[src/rtl/rsa_operand_loader.sv]
// rsa_operand_loader: parses a serial byte frame (mp_count, e_idx, x-bar, m-bar, e, n).
// x-bar and m-bar are packed into DBITS words and written to memory, least-significant
// word at the base address; e and n are presented as N-bit outputs.
// Optional build macro: RSA_LOADER_CHECKSUM_EN adds a trailing XOR checksum byte.
module rsa_operand_loader #(
    parameter int unsigned N         = 64,
    parameter int unsigned DBITS     = 32,
    parameter int unsigned ABITS     = 8,
    parameter int unsigned NLOG2     = 6,
    parameter int unsigned XBAR_BASE = 0,
    parameter int unsigned MBAR_BASE = N / DBITS
) (
    input  logic             i_clk,
    input  logic             i_rst_n,
    input  logic             i_rx_valid,
    input  logic [7:0]       i_rx_byte,
    output logic             o_rx_ready,
    output logic [NLOG2-1:0] o_tx_mp_count,
    output logic [NLOG2-1:0] o_tx_e_idx,
    output logic [N-1:0]     o_tx_e,
    output logic [N-1:0]     o_tx_n,
    output logic             o_tx_valid,
    input  logic             i_tx_ready,
    output logic             o_wr_en,
    output logic [ABITS-1:0] o_wr_addr,
    output logic [DBITS-1:0] o_wr_data,
    output logic             o_frame_err
);

    localparam int unsigned NBYTES = N / 8;
    localparam int unsigned BPW    = DBITS / 8;
    localparam int unsigned NWORDS = N / DBITS;
    localparam int unsigned CW     = $clog2(NBYTES + 1);
    localparam int unsigned WBW    = $clog2(BPW + 1);
    localparam int unsigned KW     = $clog2(NWORDS + 1);

`ifdef RSA_LOADER_CHECKSUM_EN
    typedef enum logic [2:0] {S_MP, S_EIDX, S_XBAR, S_MBAR, S_E, S_N, S_CSUM, S_DONE} state_t;
`else
    typedef enum logic [2:0] {S_MP, S_EIDX, S_XBAR, S_MBAR, S_E, S_N, S_DONE} state_t;
`endif

    state_t           r_state, w_next;
    logic [CW-1:0]    r_cnt;      // bytes accepted in the current state
    logic [WBW-1:0]   r_wb;       // bytes in the current memory word
    logic [KW-1:0]    r_wk;       // words completed in the current operand
    logic [DBITS-1:0] r_acc;
    logic [N-1:0]     r_sh;
    logic [NLOG2-1:0] r_mp, r_eidx;
    logic [N-1:0]     r_tx_e, r_tx_n;
    logic             r_wr_en;
    logic [ABITS-1:0] r_wr_addr;
    logic [DBITS-1:0] r_wr_data;

    logic             w_acc;
    logic             w_last_byte;
    logic             w_word_done;
    logic [DBITS-1:0] w_acc_next;
    logic [N-1:0]     w_sh_next;
    logic [ABITS-1:0] w_base;
    logic [ABITS-1:0] w_addr;

    assign w_acc       = i_rx_valid && o_rx_ready;
    assign w_last_byte = (r_cnt == CW'(NBYTES - 1));
    assign w_word_done = (r_wb == WBW'(BPW - 1));
    assign w_acc_next  = (r_acc << 8) | DBITS'(i_rx_byte);
    assign w_sh_next   = (r_sh << 8) | N'(i_rx_byte);
    assign w_base      = (r_state == S_XBAR) ? ABITS'(XBAR_BASE) : ABITS'(MBAR_BASE);
    // First-received word is the most significant, so it lands at the top address.
    assign w_addr      = w_base + ABITS'(NWORDS - 1) - ABITS'(r_wk);

`ifdef RSA_LOADER_CHECKSUM_EN
    logic [7:0] r_csum;
    logic       r_frame_err;
    logic       w_csum_ok;

    assign w_csum_ok   = (r_csum == i_rx_byte);
    assign o_frame_err = r_frame_err;

    // Running XOR of the frame; checksum byte compared in S_CSUM.
    always_ff @(posedge i_clk or negedge i_rst_n) begin
        if (!i_rst_n) begin
            r_csum      <= 8'h00;
            r_frame_err <= 1'b0;
        end else begin
            r_frame_err <= w_acc && (r_state == S_CSUM) && !w_csum_ok;
            if (w_acc) begin
                r_csum <= (r_state == S_MP) ? i_rx_byte : (r_csum ^ i_rx_byte);
            end
        end
    end
`else
    assign o_frame_err = 1'b0;
`endif

    // State register.
    always_ff @(posedge i_clk or negedge i_rst_n) begin
        if (!i_rst_n) begin
            r_state <= S_MP;
        end else begin
            r_state <= w_next;
        end
    end

    // Next-state logic.
    always_comb begin
        w_next = r_state;
        unique case (r_state)
            S_MP:   if (w_acc) w_next = S_EIDX;
            S_EIDX: if (w_acc) w_next = S_XBAR;
            S_XBAR: if (w_acc && w_last_byte) w_next = S_MBAR;
            S_MBAR: if (w_acc && w_last_byte) w_next = S_E;
            S_E:    if (w_acc && w_last_byte) w_next = S_N;
`ifdef RSA_LOADER_CHECKSUM_EN
            S_N:    if (w_acc && w_last_byte) w_next = S_CSUM;
            S_CSUM: if (w_acc) w_next = w_csum_ok ? S_DONE : S_MP;
`else
            S_N:    if (w_acc && w_last_byte) w_next = S_DONE;
`endif
            S_DONE: if (i_tx_ready) w_next = S_MP;
            default: w_next = S_MP;
        endcase
    end

    // Handshake outputs decoded from the state.
    always_comb begin
        o_rx_ready = (r_state != S_DONE);
        o_tx_valid = (r_state == S_DONE);
    end

    // Datapath: header capture, word packing with memory writes, e/n shift registers.
    always_ff @(posedge i_clk or negedge i_rst_n) begin
        if (!i_rst_n) begin
            r_cnt     <= '0;
            r_wb      <= '0;
            r_wk      <= '0;
            r_acc     <= '0;
            r_sh      <= '0;
            r_mp      <= '0;
            r_eidx    <= '0;
            r_tx_e    <= '0;
            r_tx_n    <= '0;
            r_wr_en   <= 1'b0;
            r_wr_addr <= '0;
            r_wr_data <= '0;
        end else begin
            r_wr_en <= 1'b0;
            if (w_acc) begin
                r_cnt <= r_cnt + CW'(1);
                unique case (r_state)
                    S_MP:   r_mp   <= NLOG2'(i_rx_byte);
                    S_EIDX: r_eidx <= NLOG2'(i_rx_byte);
                    S_XBAR, S_MBAR: begin
                        r_acc <= w_acc_next;
                        if (w_word_done) begin
                            r_wr_en   <= 1'b1;
                            r_wr_data <= w_acc_next;
                            r_wr_addr <= w_addr;
                            r_wb      <= '0;
                            r_wk      <= r_wk + KW'(1);
                        end else begin
                            r_wb <= r_wb + WBW'(1);
                        end
                    end
                    S_E: begin
                        r_sh <= w_sh_next;
                        if (w_last_byte) r_tx_e <= w_sh_next;
                    end
                    S_N: begin
                        r_sh <= w_sh_next;
                        if (w_last_byte) r_tx_n <= w_sh_next;
                    end
                    default: ;
                endcase
            end
            // Counters restart at every state boundary.
            if (w_next != r_state) begin
                r_cnt <= '0;
                r_wb  <= '0;
                r_wk  <= '0;
            end
        end
    end

    assign o_tx_mp_count = r_mp;
    assign o_tx_e_idx    = r_eidx;
    assign o_tx_e        = r_tx_e;
    assign o_tx_n        = r_tx_n;
    assign o_wr_en       = r_wr_en;
    assign o_wr_addr     = r_wr_addr;
    assign o_wr_data     = r_wr_data;

endmodule

[config.mk]
export PLATFORM = sky130hd
export DESIGN_NAME = rsa_operand_loader
export DESIGN_NICKNAME = d
export VERILOG_FILES = /design/src/rtl/rsa_operand_loader.sv
export SDC_FILE = /design/constraint.sdc
export NUM_CORES = 1
export LEC_CHECK = 0
export ABC_AREA = 1
export CAP_MARGIN = 0
export CORE_UTILIZATION = 45
export CTS_BUF_LIST = sky130_fd_sc_hd__clkbuf_4 sky130_fd_sc_hd__clkbuf_8
export DETAILED_ROUTE_END_ITERATION = 6
export PLACE_DENSITY_LB_ADDON = 0.1
export SYNTH_ARGS = -nofsm -noshare
export SYNTH_HDL_FRONTEND = slang
export SYNTH_SLANG_ARGS = --single-unit
[constraint.sdc]
create_clock -name i_clk -period 4.1 [get_ports i_clk]
set_input_delay 0.82 -clock i_clk [delete_from_list [all_inputs] [get_ports i_clk]]
set_output_delay 0.82 -clock i_clk [all_outputs]
set_load 0.1 [all_outputs]
# Word-level counts from Yosys, hierarchy flattened
# Cells that the tools add are included.
dict set report totals {
  register_bits 273
  in_bits 12
  out_inout_bits 184
  elab_cells 69
}
dict set report classes {
  reduce_logical 17
  n_mux 22
  n_addsub 5
  eq_ne 10
  bitwise_logic 2
}
# operator n
set op_table {}
lappend op_table {{OR 64 x 8 -> 64 bit} 1}
lappend op_table {{two-way mux 3 bit} 11}
lappend op_table {{OR 32 x 8 -> 32 bit} 1}
lappend op_table {{case mux 3 bit (7 select lines)} 1}
lappend op_table {{AND reduction 3 bit} 4}
lappend op_table {{two-way mux 2 bit} 5}
lappend op_table {{AND reduction 2 bit} 5}
lappend op_table {{== test 3 x 2 -> 1 bit, second input constant} 3}
lappend op_table {{== test 3 bit, second input constant} 3}
lappend op_table {{two-way mux 4 bit} 2}
lappend op_table {{nonzero test 2 bit} 3}
lappend op_table {{adder 4 x 1 -> 4 bit, second input constant} 1}
lappend op_table {{== test 4 x 3 -> 1 bit, second input constant} 1}
lappend op_table {{OR reduction 2 bit} 2}
lappend op_table {{subtractor 3 x 2 -> 4 bit} 1}
lappend op_table {{adder 2 x 1 -> 3 bit, second input constant} 1}
lappend op_table {{adder 3 x 1 -> 3 bit, second input constant} 1}
lappend op_table {{== test 3 x 1 -> 1 bit, second input constant} 1}
lappend op_table {{zero test 3 bit} 1}
lappend op_table {{two-way mux 1 bit} 3}
lappend op_table {{!= test 3 bit} 1}
lappend op_table {{!= test 3 bit, second input constant} 1}
lappend op_table {{adder 2 x 1 -> 2 bit, second input constant} 1}
lappend op_table {{logical AND 1 bit} 2}

# Logic depth before layout (Yosys ltp)
dict set report depth {
  depth_word 8
  depth_mapped 10
  ltp_nobuf 10
}

# Worst setup path after synthesis
# Ideal clock, no wire load.
dict set report synth_timing {
  kind {flip-flop to flip-flop}
  from {register r_state[0]}
  to {register r_tx_n[10] (netlist: o_tx_n[10])}
  path_buffers 2
  required_ns 4.024
  slack_ns 1.802
  t_arrival_ns 2.222
  setup_time_ns 0.076
  stages_incl_launch_ff 10
  period_less_slack_ns 2.298
  cell_sequence {dfrtp_1 inv_1 nand3_1 nand3_2 inv_2 nand3_2 buf_2 buf_2 nand2_1 o21ai_1}
}
dict set report synth_between {
  elab_chain_cells 3
  elab_cells_between_ends 4
  classes_between {eq/ne: 2; reduce/logical: 2}
}
# element line
set synth_lines {}
lappend synth_lines {{start: declaration} 43} ;# state_t r_state, w_next;
lappend synth_lines {{start signal: assignment} 101} ;# r_state <= w_next;
lappend synth_lines {{!= test 3 bit} 127} ;# o_rx_ready = (r_state != S_DONE);
lappend synth_lines {{named net o_rx_ready} 17} ;# output logic o_rx_ready,
lappend synth_lines {{logical AND 1 bit} 63} ;# assign w_acc = i_rx_valid && o_rx_ready;
lappend synth_lines {{AND reduction 3 bit (no source line)} --}
lappend synth_lines {{end signal: assignment} 171} ;# if (w_last_byte) r_tx_n <= w_sh_next;
lappend synth_lines {{end: declaration} 50} ;# logic [N-1:0] r_tx_e, r_tx_n;
# The timed path passes the listed nets, and every way through them passes these cells.
# A chain may end at the register's enable or synchronous reset.

# Worst setup path after layout
dict set report layout_timing {
  from {register r_state[0]}
  to {output o_tx_valid}
}
dict set report layout_between {
  elab_chain_cells 1
}
# element line
set layout_lines {}
lappend layout_lines {{== test 3 bit} 128} ;# o_tx_valid = (r_state == S_DONE);
lappend layout_lines {{end: declaration} 22} ;# output logic o_tx_valid,
# Every way passes these cells.

==> results.cfg <==
[yosys]
ys_ff_latch = 268
synth_ff_type = dfrtp_1
yosysTopAreaCellShare_pct = 64.5
synthesis.area_um2 = 10400
synthesis.instances = 1010
ys_seq_area_share_pct = 64.5
synth.distinct_cells = 29
synth-edff-count = 0
ys_warn_count = 0
synth_common_cells = nand2_1 (284), dfrtp_1 (268), o21ai_0 (117)
avgSynthCellArea_um2 = 10.3
syn-num-nets = 1025
yosysMostFrequentCell = nand2_1
netlist_top_cells_area = dfrtp_1 (64%), nand2_1 (10%), o21ai_2 (5.8%)
async_flop_share_pct = 100
synth_top_cell_by_area = dfrtp_1

[critical_path]
cp_cell_sequence = nor2_4, clkdlybuf4s50_1
worstPathRequired_ns = 3.28
rr_worst_depth = 8
rr_endpoint = o_tx_n[35]
critPathMaxFanout = 11
crit_type = reg2out
arrival_ns = 2.44
cp_slowest_cell = clkdlybuf4s50_1
crit_path_end_kind = output port
ff2ff_setup_slack_ns = 1.61
r2r-start = r_state[0]
start_kind = register
crit_path_start = r_state[0]
cp_slowest_stage_delay_ns = 1.15

[min_path]
hold_path.class = in2async

[job]
max-cap-violations = 0

[finish]
nFillCells = 1993
num-nets-final = 1213
diodes = 0
drive_above_1_share_pct = 14.4
design_area_um2 = 13400
area_growth_pct = 28.6

[placement]
numPortBuffers = 194
dpl.hpwl_um = 15200
place.gp.congestion = 0.737
placed_area_um2 = 12400

[sta]
finalHoldViolCount = 0
fin_tns_setup_ns = 0
period_share_pct = 79.5
rsz0062_at_grt = no
skew_ns = 0.0202
fmax_mhz = 307
slew_viol_final = 0
slew_headroom_pct = 29.8
min_period_ns = 3.26
finalSetupViolCount = 0
worst-slew-pin-transition_ns = 1.05

[outcome]
status = finished, final reports clean

[drt]
avgRoutedWirePerCell_um = 15.3
drtPass1Iterations = 5
routed_wl_um = 23200
via_per_inst = 4.76
dr_total_vias = 7213
ant_nets = 0
drt_iter0_markers = 414
drc = 0

[global_route]
grt_use_total_pct = 20.3
overflow = 0
grt_pass1_wl_um = 38000
antenna_found_initial = 0
grt_pass1_vias = 7000
grt_max_degree = 98

[floorplanning]
core_um2 = 22600
dieHeight_um = 154
initial_core_util_pct = 45.9
fp-row-count = 55
die_w_um = 154
die_area_um2 = 23700
io_pins = 196

[pwr]
power_leakage_nw = 6.00
ir_drop_mv = 0.485
p_total_mw = 7.63
power_density_nw_per_um2 = 571

[clock_tree]
cts_root_buffer = clkbuf_8
cts_buffer_depth = 3
tritoncts = yes
cts_hold_buffers = 0
cts_buffers = 43
cts_setup_buffers = 0
cts_resized = 0
clk_pin_slew_ns = 0.05
clkSinkCount = 268
htree_num_levels = 2
clock_latency_ns = 0.53
-- per-layer routing --
| layer | track usage (%) | share of wire (%) |
|---|---|---|
| met1 | 28.5 | 47 |
| met2 | 31.5 | 46 |
| met3 | 4.74 | 5.1 |
| met4 | 6.24 | 2.3 |
| met5 | 0 | 0 |
-- registers in the layout (all words and copies together) (netlist names), 3 cells and up --
register	flops
o_tx_e	64
o_tx_e_idx	6
o_tx_mp_count	6
o_tx_n	64
o_wr_addr	3
o_wr_data	32
r_acc	24
r_cnt	4
r_sh	56
r_state	3
r_wb	3
-- cell usage in the layout (no fill, tap or decap), drive strengths merged --
cell type / netlist / final
xnor2: 2 / 2
buf: 45 / 12
nand4: 2 / 2
clkbuf: 16 / 71
o21ai: 247 / 247
o211ai: 1 / 1
nand3: 11 / 11
conb: 1 / 1
nor2: 21 / 21
mux2: 2 / 2
nand2: 287 / 287
clkdlybuf4s50: 0 / 192
clkinv: 0 / 5
ha: 3 / 3
xor2: 3 / 3
a21oi: 2 / 2
nor3: 1 / 1
inv: 97 / 97
o21a: 1 / 1
dfrtp: 268 / 268
-- per-stage QoR --
| step | cells | setup WS [ns] | utilization, % | hold slack (ns) |
|---|---|---|---|---|
| finish | 1514 | 0.841 | 59.1 | 0.302 |
| CTS | 1514 | 0.808 | 59.1 | 0.330 |
| detailed placement | 1438 | 0.902 | 55.0 | 0.458 |
| global route | 1514 | 0.767 | 59.1 | 0.372 |
| floorplan | 1010 | 1.80 | - | 0.449 |
| global placement | 1438 | 0.997 | 55.0 | 0.455 |
-- cells by family after synthesis --
family          after synthesis  synth area share [%]
buf+inv                     158                  7.39
other cells                   1                0.0361
flops                       268                  64.5
simple gates                322                  12.5
xor+xnor                      5                 0.421
mux                           2                 0.217
compound gates              251                  14.6
fa+ha+maj                     3                 0.361
-- cell type report --
type	instances	area [µm²]	area share, %
sequential	268	6710	50.1
multi-input combinational	584	2950	22.1
timing repair buffer	204	2070	15.5
clock buffer	71	902	6.75
inverter	97	364	2.72
tap	285	357	2.67
clock inverter	5	25.0	0.187
-- power breakdown --
group          internal [mW]  switching (mW)  leakage [nW]
Sequential              2.98           0.209          3.68
Clock                   1.38            1.01         0.499
Combinational          0.460            1.59          1.82
-- how the worst max path moves through the flow --
stage | end | slack [ns] | depth (start not counted)
after floorplan | o_tx_n[10] | 1.80 | 9
after global placement | o_tx_e[47] | 1.0 | 7
after detailed placement | o_wr_data[13] | 0.90 | 6
after CTS | o_tx_valid | 0.81 | 2
after global routing | o_tx_valid | 0.77 | 2
final | o_tx_valid | 0.84 | 2
-- worst max-delay path, delay by kind of cell, from the launching register on --
family | cells | cell delay [ns]
buffers and inverters | 1 | 1.15
flip-flops | 1 | 0.55
AND/OR/NAND/NOR | 1 | 0.21
Note: power is estimated with default switching activity, not from simulation.
